<file path="src/rtl/mem_port_arbiter.sv">
// -----------------------------------------------------------------------------
// mem_port_arbiter
//
// Shares one single-ported backing memory between the instruction-fetch port
// (I) and the data-memory port (D). Only one transaction is in flight at a
// time: it is granted in IDLE, presented downstream in ISSUE, and its response
// is collected in WAIT and returned to the owner as a one-cycle pulse.
// D wins ties; an optional starvation guard lets I through after STARVE_LIMIT
// consecutive D wins taken while I was waiting.
//
// Optional feature macro: MEM_PORT_ARB_STARVE_EN
//   defined   -> starvation counter and STARVE_LIMIT override are built
//   undefined -> pure fixed priority, D always wins ties
//
// Ports
//   clk, rst_n                   clock (rising edge), async active-low reset
//   i_req_valid/ready/addr       fetch request handshake and address
//   i_kill                       discard the outstanding fetch response
//   i_resp_valid/data            one-cycle fetch response pulse and data
//   d_req_valid/ready/addr       data request handshake and address
//   d_req_wdata/fcn/typ          store data, 0=read 1=write, mask type
//   d_resp_valid/data            one-cycle data response (also write ack)
//   mem_req_valid/ready          downstream request handshake
//   mem_req_addr/wdata/fcn/typ   downstream request fields (held in ISSUE)
//   mem_resp_valid/data          downstream response / write ack
//   busy                         high whenever the FSM is not IDLE
// -----------------------------------------------------------------------------
module mem_port_arbiter #(
    parameter int ADDR_W       = 32,
    parameter int DATA_W       = 32,
    parameter int STARVE_LIMIT = 4
) (
    input  logic              clk,
    input  logic              rst_n,

    input  logic              i_req_valid,
    output logic              i_req_ready,
    input  logic [ADDR_W-1:0] i_req_addr,
    input  logic              i_kill,
    output logic              i_resp_valid,
    output logic [DATA_W-1:0] i_resp_data,

    input  logic              d_req_valid,
    output logic              d_req_ready,
    input  logic [ADDR_W-1:0] d_req_addr,
    input  logic [DATA_W-1:0] d_req_wdata,
    input  logic              d_req_fcn,
    input  logic [2:0]        d_req_typ,
    output logic              d_resp_valid,
    output logic [DATA_W-1:0] d_resp_data,

    output logic              mem_req_valid,
    input  logic              mem_req_ready,
    output logic [ADDR_W-1:0] mem_req_addr,
    output logic [DATA_W-1:0] mem_req_wdata,
    output logic              mem_req_fcn,
    output logic [2:0]        mem_req_typ,
    input  logic              mem_resp_valid,
    input  logic [DATA_W-1:0] mem_resp_data,

    output logic              busy
);

    // Word mask type used for every instruction fetch.
    localparam logic [2:0] MT_W = 3'd3;

    if (STARVE_LIMIT < 1 || STARVE_LIMIT > 15) begin : g_bad_limit
        $error("mem_port_arbiter: STARVE_LIMIT must be in 1..15");
    end

    typedef enum logic [1:0] {
        ST_IDLE  = 2'd0,
        ST_ISSUE = 2'd1,
        ST_WAIT  = 2'd2
    } state_t;

    state_t              state_q, state_d;
    logic                owner_i_q, owner_i_d;   // 1 = fetch owns the transaction
    logic [ADDR_W-1:0]   addr_q, addr_d;
    logic [DATA_W-1:0]   wdata_q, wdata_d;
    logic                fcn_q, fcn_d;
    logic [2:0]          typ_q, typ_d;
    logic                kill_q, kill_d;
    logic                i_resp_valid_q, i_resp_valid_d;
    logic                d_resp_valid_q, d_resp_valid_d;
    logic [DATA_W-1:0]   i_resp_data_q, i_resp_data_d;
    logic [DATA_W-1:0]   d_resp_data_q, d_resp_data_d;

    logic                grant_i;
    logic                grant_d;
    logic                starved;

`ifdef MEM_PORT_ARB_STARVE_EN
    localparam logic [3:0] LIMIT = 4'(STARVE_LIMIT);

    logic [3:0] starve_cnt_q, starve_cnt_d;

    assign starved = (starve_cnt_q == LIMIT);

    // Counts D wins taken while I was also waiting; any I grant clears it.
    always_comb begin
        starve_cnt_d = starve_cnt_q;
        if (state_q == ST_IDLE) begin
            if (grant_i) begin
                starve_cnt_d = 4'd0;
            end else if (grant_d && i_req_valid && !starved) begin
                starve_cnt_d = starve_cnt_q + 4'd1;
            end
        end
    end

    always_ff @(posedge clk or negedge rst_n) begin
        if (!rst_n) begin
            starve_cnt_q <= 4'd0;
        end else begin
            starve_cnt_q <= starve_cnt_d;
        end
    end
`else
    assign starved = 1'b0;
`endif

    // Grant is purely combinational from the valids; it only takes effect in
    // IDLE, which is where the ready outputs are allowed to rise.
    always_comb begin
        grant_d = d_req_valid && !(i_req_valid && starved);
        grant_i = i_req_valid && !grant_d;
    end

    assign i_req_ready   = (state_q == ST_IDLE) && grant_i;
    assign d_req_ready   = (state_q == ST_IDLE) && grant_d;
    assign busy          = (state_q != ST_IDLE);

    assign mem_req_valid = (state_q == ST_ISSUE);
    assign mem_req_addr  = addr_q;
    assign mem_req_wdata = wdata_q;
    assign mem_req_fcn   = fcn_q;
    assign mem_req_typ   = typ_q;

    assign i_resp_valid  = i_resp_valid_q;
    assign i_resp_data   = i_resp_data_q;
    assign d_resp_valid  = d_resp_valid_q;
    assign d_resp_data   = d_resp_data_q;

    always_comb begin
        state_d        = state_q;
        owner_i_d      = owner_i_q;
        addr_d         = addr_q;
        wdata_d        = wdata_q;
        fcn_d          = fcn_q;
        typ_d          = typ_q;
        kill_d         = kill_q;
        i_resp_valid_d = 1'b0;
        d_resp_valid_d = 1'b0;
        i_resp_data_d  = i_resp_data_q;
        d_resp_data_d  = d_resp_data_q;

        case (state_q)
            ST_IDLE: begin
                kill_d = 1'b0;
                if (grant_d) begin
                    owner_i_d = 1'b0;
                    addr_d    = d_req_addr;
                    wdata_d   = d_req_wdata;
                    fcn_d     = d_req_fcn;
                    typ_d     = d_req_typ;
                    state_d   = ST_ISSUE;
                end else if (grant_i) begin
                    owner_i_d = 1'b1;
                    addr_d    = i_req_addr;
                    wdata_d   = '0;
                    fcn_d     = 1'b0;
                    typ_d     = MT_W;
                    state_d   = ST_ISSUE;
                end
            end

            ST_ISSUE: begin
                if (owner_i_q && i_kill) begin
                    kill_d = 1'b1;
                end
                if (mem_req_ready) begin
                    state_d = ST_WAIT;
                end
            end

            ST_WAIT: begin
                if (owner_i_q && i_kill) begin
                    kill_d = 1'b1;
                end
                if (mem_resp_valid) begin
                    state_d = ST_IDLE;
                    kill_d  = 1'b0;
                    if (owner_i_q) begin
                        // A kill seen earlier or in this very cycle drops the
                        // fetch response; the held data is left untouched.
                        if (!(kill_q || i_kill)) begin
                            i_resp_valid_d = 1'b1;
                            i_resp_data_d  = mem_resp_data;
                        end
                    end else begin
                        d_resp_valid_d = 1'b1;
                        d_resp_data_d  = fcn_q ? '0 : mem_resp_data;
                    end
                end
            end

            default: begin
                state_d = ST_IDLE;
            end
        endcase
    end

    always_ff @(posedge clk or negedge rst_n) begin
        if (!rst_n) begin
            state_q        <= ST_IDLE;
            owner_i_q      <= 1'b0;
            addr_q         <= '0;
            wdata_q        <= '0;
            fcn_q          <= 1'b0;
            typ_q          <= 3'd0;
            kill_q         <= 1'b0;
            i_resp_valid_q <= 1'b0;
            d_resp_valid_q <= 1'b0;
            i_resp_data_q  <= '0;
            d_resp_data_q  <= '0;
        end else begin
            state_q        <= state_d;
            owner_i_q      <= owner_i_d;
            addr_q         <= addr_d;
            wdata_q        <= wdata_d;
            fcn_q          <= fcn_d;
            typ_q          <= typ_d;
            kill_q         <= kill_d;
            i_resp_valid_q <= i_resp_valid_d;
            d_resp_valid_q <= d_resp_valid_d;
            i_resp_data_q  <= i_resp_data_d;
            d_resp_data_q  <= d_resp_data_d;
        end
    end

endmodule

</file>
<file path="config.mk">
export PLATFORM = sky130hd
export DESIGN_NAME = mem_port_arbiter
export DESIGN_NICKNAME = d
export VERILOG_FILES = /design/src/rtl/mem_port_arbiter.sv
export SDC_FILE = /design/constraint.sdc
export NUM_CORES = 1
export LEC_CHECK = 0
export BUFFER_PORTS_ARGS = -buffer_cell sky130_fd_sc_hd__buf_4
export CAP_MARGIN = 30
export CORE_ASPECT_RATIO = 1.5
export CORE_MARGIN = 2
export CORE_UTILIZATION = 35
export DETAILED_ROUTE_END_ITERATION = 8
export PLACE_DENSITY_LB_ADDON = 0.2
export SETUP_SLACK_MARGIN = 0.1
export SLEW_MARGIN = 20
export SYNTH_ARGS = -nofsm -noshare
export SYNTH_HDL_FRONTEND = slang
export SYNTH_SLANG_ARGS = --single-unit
</file>
<file path="constraint.sdc">
create_clock -name clk -period 2.1 [get_ports clk]
set_clock_uncertainty 0.15 [all_clocks]
set_input_delay 0.105 -clock clk [delete_from_list [all_inputs] [get_ports clk]]
set_output_delay 0.105 -clock clk [all_outputs]
set_load 0.005 [all_outputs]
</file>
* Word-level counts from Yosys, hierarchy flattened
Cells that the tools add are included.
** Storage, ports and cells
- Word-level logic and storage cells :: 58
- Register bits after elaboration :: 138
** Operators by class
- Equality and inequality tests :: 5
- Reductions and logical operators :: 14
- Bitwise gates (word level) :: 2
- Multiplexer cells :: 26
** Operators with widths (number)
- 32-bit two-way mux :: 5
- 1-bit two-way mux :: 13
- 2-bit two-way mux :: 4
- 3-bit two-way mux :: 2
- 2-bit case mux with 3 select lines :: 1
- 3-bit AND reduction :: 2
- 1-bit logical AND :: 4
- 4-bit AND reduction :: 1
- 2-bit nonzero test :: 2
- 3-bit inequality test (second input constant) :: 1
- 1-bit case mux with 3 select lines :: 1
- 3-bit nonzero test :: 1
- 2-bit by 1-bit == test with 1-bit output (second input constant) :: 1
- 2-bit == test (second input constant) :: 1
- 2-bit zero test :: 1
- 2-bit by 1-bit inequality test with 1-bit output (second input constant) :: 1
- 2-bit inequality test (second input constant) :: 1
- 1-bit NOT :: 2
- 2-bit AND reduction :: 1
- 1-bit zero test :: 1
- 1-bit logical OR :: 1

* Longest topological paths before layout
Gate-level depths: netlist (run 1).
- Depth after elaboration :: 5
- Mapped depth :: 7
- Mapped depth without buffers :: 5

* Worst setup path before layout (run 1)
No wires, ideal clock.
- Path kind :: reg-to-reg
- Start point :: register state_q[0]
- End point :: register i_resp_data_q[12] (netlist: i_resp_data[12])
- Path buffers :: 1
- Data required time :: 1.825 ns
- Arrival :: 1.443 ns
- Setup time :: 0.125 ns
- Cell stages (with the launch flop) :: 7
- Path slack :: 0.383 ns
- Cells stage by stage :: dfrtp_1 > inv_1 > ha_1 > nand4b_1 > nor2_4 > buf_6 > mux2_2
** Between the ends
- Word-level cells in the longest chain between the ends :: 2
** RTL lines
- from (decl) :: RTL line 77 : state_t state_q, state_d;
- from (signal assigned) :: RTL line 228 : state_q <= state_d;
- 2-bit == test :: RTL line 158 : case (state_q)
- 4-bit AND reduction (no line)
- to (signal assigned) :: RTL line 237 : i_resp_data_q <= i_resp_data_d;
- to (decl) :: RTL line 86 : logic [DATA_W-1:0] i_resp_data_q, i_resp_data_d;
Every way passes these cells.
A chain may end at the register's enable or synchronous reset.

* Final worst setup path (run 1)
- Start point :: register state_q[1]
- End point :: output d_req_ready
** Between the ends
- Word-level cells in the longest chain between the ends :: 2
** RTL lines
- 2-bit zero test :: RTL line 131 : assign d_req_ready = (state_q == ST_IDLE) && grant_d;
- 1-bit logical AND :: RTL line 131
- to (decl) :: RTL line 44 : output logic d_req_ready,
Every way passes these cells.

==> results of run 1 <==
-- routing by layer --
layer  global-route usage  vias up  share of wire
met5                    0        -              0
met4               0.0821        0          0.028
met3               0.0468       35          0.060
met2                0.361      211           0.52
met1                0.234     2435           0.39
li1                     -     2410              -
-- repair_timing --
action / in CTS / in global routing
hold buffers: 138 / 0
endpoints found under the setup margin: 1 / 1
gates cloned: 0 / 1
gates resized for setup: 2 / 2
endpoints found under the hold margin: 230 / 0
-- power by group through the flow --
stage	Sequential, uW	Clock (uW)	Combinational, uW
3_5_place_dp	4610	0	4520
4_1_cts	4590	3470	4780
5_1_grt	4760	3600	5260
6_report	4600	3400	4800
2_1_floorplan	4600	0	1790
3_3_place_gp	4580	0	4390
-- worst paths after layout --
| check | from | endpoint | slack (ns) |
|---|---|---|---|
| worst max-delay path | state_q[1] | d_req_ready | 0.20 |
| worst min-delay path | rst_n | i_resp_data[21] | 0.07 |
| worst max register to register | state_q[0] | i_resp_data[18] | 0.23 |
| worst min register to register | d_resp_data[11] | d_resp_data[11] | 0.33 |
| max in group asynchronous | rst_n | mem_req_wdata[5] | 0.99 |
| min in group clk | d_req_valid | mem_req_typ[0] | 0.07 |
-- placed cells by master (no fill, tap or decap) --
| master | count |
|---|---|
| mux2_2 | 28 |
| buf_6 | 1 |
| mux2_1 | 4 |
| nand4b_1 | 1 |
| clkinv_2 | 1 |
| o22a_1 | 2 |
| clkbuf_16 | 18 |
| o32ai_1 | 1 |
| bufinv_16 | 6 |
| nand2_1 | 66 |
| a31oi_1 | 1 |
| nor2_1 | 4 |
| o21ai_4 | 1 |
| nor3_1 | 1 |
| nor3b_1 | 1 |
| buf_4 | 279 |
| inv_8 | 1 |
| a22o_1 | 34 |
| clkinv_4 | 2 |
| nor2b_1 | 2 |
| ha_1 | 3 |
| inv_6 | 3 |
| o21ai_1 | 10 |
| inv_2 | 3 |
| nand2b_1 | 32 |
| dfrtp_1 | 138 |
| dlygate4sd3_1 | 138 |
| o32a_1 | 1 |
| a21oi_1 | 2 |
| inv_1 | 3 |
| o21ai_0 | 55 |
| ha_4 | 1 |
| nor2_4 | 1 |
| mux2i_1 | 32 |
| buf_12 | 6 |
| nand3b_1 | 1 |
-- sequential cells by signal, summed over array words and instances, names as in the netlist --
register       flops
mem_req_fcn        1
state_q            2
i_resp_valid       1
mem_req_wdata     32
mem_req_typ        3
i_resp_data       32
d_resp_valid       1
owner_i_q          1
mem_req_addr      32
kill_q             1
d_resp_data       32
-- cell type report --
cell class / count / area (sq um)
timing repair buffer: 425 / 3630
inverter: 6 / 22.5
multi-input combinational: 284 / 1950
clock buffer: 17 / 425
sequential: 138 / 3450
tap: 203 / 254
fill: 1182 / 5650
clock inverter: 13 / 240
-- worst reg2reg max path, cell delays in order (launching register included) --
cell and delay (ns):
dfrtp_1 0.41, inv_2 0.10, ha_1 0.20, nand4b_1 0.15
nor2_4 0.13, buf_12 0.22, mux2_2 0.37
-- per-stage QoR --
step / hold WS, ns / cells
4_1_cts: 0.0527 / 1085
6_report: 0.0683 / 1086
3_3_place_gp: -0.0520 / 917
2_1_floorplan: -0.341 / 458
3_5_place_dp: -0.0481 / 917
5_1_grt: 0.0742 / 1086
-- logic make-up (layout without fill, tap and decap cells) --
kind of cell,Yosys count,count (layout),synth area share
simple gates,109,109,0.0922
mux,64,64,0.122
fa+ha+maj,4,4,0.00895
flops,138,138,0.618
compound gates,107,107,0.124
buf+inv,36,461,0.0356
==> key figures, run 1 <==
Outcome
  – Status: completed

Routing
  – Drt wl/cell: about 16 microns
  – Via count: ~5k
  – Residual antenna-violating net count after detailed routing: 0
  – Total Routed Length: 17200 microns
  – Iter 0 DRT Violations: approximately 230
  – Avg Vias per Cell: 4.69
  – Iteration count of the initial detailed-routing pass: 4
  – Post-route DRC: 0

STA
  – Period Utilization, post-route: 0.904
  – Max_slew headroom: 0.654
  – Final setup TNS: 0 ns
  – Final Hold Vio Count: 0
  – Max Fclk: around 0.53 GHz
  – Slew at the pin closest to its max-slew limit: just over 0.5 ns
  – Final Worst Setup Slack: 0.202 ns
  – Tmin final: ~1.9 ns
  – Pins Over Slew Limit: 0
  – RSZ-0062 raised after global routing: no
  – Count of final setup violators: 0

Synthesis
  – Synth Flop Type: dfrtp_1
  – Synth Cell Area: ~5600 sq um
  – Netlist cell types: 30
  – Mapped Cells: 458
  – Post-synth EDFFs: 0
  – Top cells by instance count after synthesis: 138 x dfrtp_1, 66 x nand2_1, 55 x o21ai_0, 34 x a22o_1
  – Sequential area share after synthesis: 0.618
  – Async S/R FF share, synth: 1.00
  – Most common cell in the synthesized netlist: dfrtp_1
  – Synth Warn #: 0
  – Post-synthesis register bit count: ~140
  – Mean Syn Cell Area: around 12 sq um
  – Mapped Nets: about 600
  – Cell taking the most area after synthesis: dfrtp_1
  – Share of the synthesized area in the top cell type: 0.618
  – Synth top area cells: dfrtp_1 62%, mux2i_1 5.7%, mux2_2 5.6%, a22o_1 5.3%, o21ai_0 4.9%

Clocking
  – Setup Buffers After CTS: 0
  – Clk_lat worst skew: 0.40 ns
  – Clk slew on worst S/H paths: about 0.06 ns
  – Total CTS buffers: 17
  – Clock Tree Root: clkbuf_16
  – H-tree depth: 4
  – Clock Sinks: ~140
  – CTS tree: built
  – Buffer levels on the longest clock path: 2

Pwr
  – Clock power share: 0.266
  – Power Dens Cells: roughly 1300 nW/um^2
  – Static Leak: 0.00498 uW
  – Comb pwr share: 0.375
  – Sequential Power Share: 0.359
  – Sw Ratio: 0.301
  – Peak supply drop: 0.582 mV
  – Tot Pwr: around 13000 uW
  – Switching pwr: 3850 uW
  – Internal: a little under 9000 uW

GRT
  – Vias in the first global route: between 5k and 6k
  – Largest net degree at the start of global routing: 66
  – GRT overflow: 0
  – GRT Total Usage: 0.204
  – First-pass GRT wire length: ~28000 microns
  – Number of antenna violations at the first check in global routing: 0

Run
  – Max Cap Viol: 0

Floorplanning
  – Std-Cell Rows: 56
  – I/O pin cnt: between 200 and 300
  – Die ar.: roughly 17000 sq um
  – Initial Util: 0.358
  – Die width: ~110 microns
  – Die Y-Extent: 159 microns
  – Core ar.: around 16000 sq um

Setup path
  – Family with the most delay on the worst path: buffers and inverters
  – Critical path required time: 1.85 ns
  – Cell mode on critical path: inv_2
  – Slowest-stage cell, CP: dfrtp_1
  – Critical path capture point type: primary output
  – Critical-path cell list: inv_2, ha_4, nand2_1, inv_2, buf_12, buf_4
  – Worst stage delay on the critical path: between 0.4 and 0.5 ns
  – Crit path arrival time: approximately 1.6 ns
  – Worst path bufs/invs: 4
  – Cells on worst reg2reg path: 6
  – Maximum fanout along the worst path: 18
  – WS Path Type: reg -> out
  – Levels on crit path: 6
  – Critical Path Start Type: flip-flop

Finish
  – Layout cell share with drive strength beyond 1: 0.398
  – Fin area: ~10000 sq um
  – Util after Layout: 0.639
  – ANT cells: 0
  – # nets final: about 1.0k
  – Area Overhead vs Synth: 78.5%

Placement
  – Input/output buffers: 276
  – Post-detail-place hpwl: about 11000 microns
  – Post-DP Area: between 7000 and 8000 sq um
  – Pre-CTS setup slack: 0.249 ns
  – Placer congestion estimate: 0.791

Worst hold path
  – Hold Path Class: in -> async
Power figures use the tool's default switching activity.
==> run 2: changes to the inputs <==
--- a/config.mk
+++ b/config.mk
@@ -5,11 +5,12 @@
 export SDC_FILE = /design/constraint.sdc
 export NUM_CORES = 1
 export LEC_CHECK = 0
+export ABC_AREA = 1
 export BUFFER_PORTS_ARGS = -buffer_cell sky130_fd_sc_hd__buf_4
 export CAP_MARGIN = 30
 export CORE_ASPECT_RATIO = 1.5
 export CORE_MARGIN = 2
-export CORE_UTILIZATION = 35
+export CORE_UTILIZATION = 40
 export DETAILED_ROUTE_END_ITERATION = 8
 export PLACE_DENSITY_LB_ADDON = 0.2
 export SETUP_SLACK_MARGIN = 0.1
==> run 2 against run 1 <==
Against the previous run: non-clock buffer count rose by 3; utilization rose by 6.1 points; cell area rose by 1.8%; flip-flop and latch count did not move; combinational power rose by 4.2%; total power fell by 2.9%; sequential power fell by 3%; largest power group unchanged; highest routed layer unchanged.
==> key figures, run 2 <==
Outcome
  – Status: completed (unchanged)

Clocking
  – H-tree depth: 4 (unchanged)
  – Clk slew on worst S/H paths: 0.06 ns (about the same)
  – Buffer levels on the longest clock path: 2 (unchanged)
  – Clk_lat worst skew: 0.41 ns (was 0.40 ns)
  – Clock Tree Root: clkbuf_16 (unchanged)
  – Setup Buffers After CTS: 0 (unchanged)
  – CTS tree: built (unchanged)
  – Total CTS buffers: 17 (unchanged)
  – Clock Sinks: 138 (unchanged)

Routing
  – Residual antenna-violating net count after detailed routing: 0 (unchanged)
  – Iteration count of the initial detailed-routing pass: 4 (unchanged)
  – Total Routed Length: 18600 microns (was 17200 microns)
  – Avg Vias per Cell: 4.67 (was 4.69)
  – Drt wl/cell: 14.4 microns (was 15.9 microns)
  – Iter 0 DRT Violations: 219 (was 234)
  – Post-route DRC: 0 (unchanged)
  – Via count: 6041 (was 5091)

Pwr
  – Static Leak: 0.00538 uW (was 0.00498 uW)
  – Power Dens Cells: 1220 nW/um^2 (was 1280 nW/um^2)
  – Peak supply drop: 0.604 mV (was 0.582 mV)

Placement
  – Pre-CTS setup slack: 0.288 ns (was 0.249 ns)
  – Placer congestion estimate: 0.815 (was 0.791)
  – Placed insts: 1123 (was 917)
  – Post-detail-place hpwl: 11400 microns (was 11000 microns)
  – Input/output buffers: 276 (unchanged)
  – Post-DP Area: 8160 sq um (was 7890 sq um)

Setup path
  – Worst setup endpoint: i_req_ready (was d_req_ready)
  – Levels on crit path: 6 (unchanged)
  – Worst path bufs/invs: 3 (was 4)
  – Maximum fanout along the worst path: 35 (was 18)
  – Critical Path Start Type: flip-flop (unchanged)
  – Setup crit start: state_q[0] (was state_q[1])
  – Critical path capture point type: primary output (unchanged)
  – Worst stage delay on the critical path: 0.41 ns (was 0.42 ns)
  – RR Startpoint: state_q[0] (unchanged)
  – WS Path Type: reg -> out (unchanged)
  – Reg2Reg Capture Point: state_q[1] (was i_resp_data[18])
  – Family with the most delay on the worst path: buffers and inverters (unchanged)
  – Critical-path cell list: inv_1, ha_4, nand2_4, buf_8, nor2_1, buf_4 (was inv_2, ha_4, nand2_1, inv_2, buf_12, buf_4)
  – Crit path arrival time: 1.64 ns (about the same)
  – Slowest-stage cell, CP: dfrtp_1 (unchanged)
  – Critical path required time: 1.85 ns (about the same)
  – Cells on worst reg2reg path: 6 (unchanged)
  – R2R Setup Slk: 0.24 ns (was 0.23 ns)

STA
  – Final Worst Setup Slack: 0.205 ns (was 0.202 ns)
  – Slew at the pin closest to its max-slew limit: 0.606 ns (was 0.518 ns)
  – Max_slew headroom: 0.595 (was 0.654)
  – Final Hold Vio Count: 0 (unchanged)
  – Count of final setup violators: 0 (unchanged)
  – Period Utilization, post-route: 0.902 (was 0.904)
  – Hold_ws: 0.0974 ns (was 0.0683 ns)
  – Pins Over Slew Limit: 0 (unchanged)
  – RSZ-0062 raised after global routing: no (unchanged)
  – Tmin final: 1.89 ns (was 1.90 ns)
  – Max Fclk: 0.528 GHz (was 0.527 GHz)
  – Final setup TNS: 0 ns (unchanged)

Synthesis
  – Sequential area share after synthesis: 0.582 (was 0.618)
  – Netlist cell types: 22 (was 30)
  – Most common cell in the synthesized netlist: nand2_1 (was dfrtp_1)
  – Synth Flop Type: dfrtp_1 (unchanged)
  – Synth Warn #: 0 (unchanged)
  – Mean Syn Cell Area: 8.76 sq um (was 12.2 sq um)
  – Cell taking the most area after synthesis: dfrtp_1 (unchanged)
  – Adder-cell share of the synthesized area: 0.00843 (was 0.00895)
  – Simple-Gate Fraction of Synth Area: 0.232 (was 0.0922)
  – Post-synth EDFFs: 0 (unchanged)
  – Mapped Cells: 678 (was 458)
  – Synth Area in Compound Gates: 0.0991 (was 0.124)
  – Largest family of logic cells by synthesized area: simple AND/OR/NAND/NOR gates (was compound AO/OA/AOI/OAI gates)
  – Share of the synthesized area in the top cell type: 0.582 (was 0.618)
  – Async S/R FF share, synth: 1.00 (unchanged)
  – Top cells by instance count after synthesis: 271 x nand2_1, 138 x dfrtp_1, 43 x inv_1, 43 x o21ai_0, 38 x nor2_1 (was 138 x dfrtp_1, 66 x nand2_1, 55 x o21ai_0, 34 x a22o_1)
  – Synth top area cells: dfrtp_1 58%, nand2_1 17%, o21ai_0 3.6%, a21oi_2 3.0%, nand3_1 3.0% (was dfrtp_1 62%, mux2i_1 5.7%, mux2_2 5.6%, a22o_1 5.3%, o21ai_0 4.9%)
  – Post-synthesis register bit count: 138 (unchanged)
  – Mapped Nets: 821 (was 601)
  – Synth Cell Area: 5940 sq um (was 5590 sq um)
  – Post-synthesis mux area share: 0 (was 0.122)
  – Xor/xnor share of the synthesized area: 0 (unchanged)

GRT
  – Vias in the first global route: 5834 (was 5589)
  – GRT overflow: 0 (unchanged)
  – Largest net degree at the start of global routing: 66 (unchanged)
  – Number of antenna violations at the first check in global routing: 0 (unchanged)
  – First-pass GRT wire length: 28900 microns (was 27600 microns)
  – GRT Total Usage: 0.233 (was 0.204)

Finish
  – Fill count: 1068 (was 1182)
  – Area Overhead vs Synth: 71.2% (was 78.5%)
  – Fin area: 10200 sq um (was 9980 sq um)
  – Fin cells: 1293 (was 1086)
  – ANT cells: 0 (unchanged)
  – Leading cell type in the layout, fill and taps excluded: buf_4 (unchanged)
  – # nets final: 1228 (was 1015)
  – Most frequent cells in the layout: 280 x buf_4, 270 x nand2_1, 139 x dlygate4sd3_1 (was 279 x buf_4, 138 x dfrtp_1, 138 x dlygate4sd3_1)
  – Layout cell share with drive strength beyond 1: 0.317 (was 0.398)

Worst hold path
  – Hold Path Class: in -> async (unchanged)

Floorplanning
  – I/O pin cnt: 277 (unchanged)
  – Die width: 103 microns (was 107 microns)
  – Std-Cell Rows: 54 (was 56)
  – Core ar.: 14500 sq um (was 15600 sq um)
  – Die Y-Extent: 153 microns (was 159 microns)
  – Die ar.: 15900 sq um (was 17000 sq um)
  – Initial Util: 0.409 (was 0.358)

Run
  – Max Cap Viol: 0 (unchanged)
run 2: changes by cell type in the layout (fill, tap and decap cells not counted), sizes merged, moves of 4 or more:
cell    previous run  this run
a21oi              2        33
a22o              34         0
bufinv             6         2
inv               10        50
mux2              32         0
mux2i             32         0
nand2             66       274
nand2b            32         0
nand3              0        36
nor2               5        38
run 2: power by group:
part           total [uW]  switching [uW]  internal [uW]
sequential           4470             668           3800
combinational        5000            2350           2650
clock                2960            1170           1790
run 2: repair_timing:
| item | in CTS | in global routing |
|---|---|---|
| setup endpoints to repair | 2 | 10 |
| gates resized for setup | 2 | 4 |
| endpoints found under the hold margin | 273 | 1 |
| pin swaps | 0 | 0 |
| hold buffers | 138 | 1 |
run 2: cells by family (layout without fill, tap and decap cells):
kind of cell,count (synthesis),after routing
simple gates,349,349
flops,138,138
compound gates,101,101
buf+inv,86,505
fa+ha+maj,4,4
run 2: layer usage:
metal  vias to the layer above  routed length (microns)  track usage
li1                       2938                        -            -
met1                      2823                     7320        0.277
met2                       246                     9410        0.387
met3                        34                     1460       0.0718
met4                         0                      427       0.0883
met5                         -                        0            0
run 2: worst min path at each step:
stage / slack (ns) / startpoint / end / cells after the start
finish: 0.1 / rst_n / d_resp_data[5] / 2
global route: 0.13 / rst_n / mem_req_addr[6] / 2
detailed placement: -0.03 / rst_n / d_resp_data[6] / 1
global placement: -0.03 / rst_n / d_resp_data[6] / 1
CTS: 0.05 / d_req_valid / mem_req_typ[0] / 3
floorplan: -0.34 / rst_n / d_resp_data[0] / 0
run 2: final cells by class:
class | count | area (sq um) | area share
clock buffers | 19 | 443 | 0.0436
clock inverters | 12 | 138 | 0.0135
inverters | 46 | 185 | 0.0182
multi-input cells | 454 | 2040 | 0.201
flip-flops and latches | 138 | 3450 | 0.340
well taps | 196 | 245 | 0.0241
repair buffers | 428 | 3660 | 0.360
run 2: metrics by stage:
step	util	total power [uW]
after global placement	0.562	9060
after CTS	0.697	12400
after detailed placement	0.562	9150
after global routing	0.700	13300
after floorplan	-	6580
final	0.700	12400
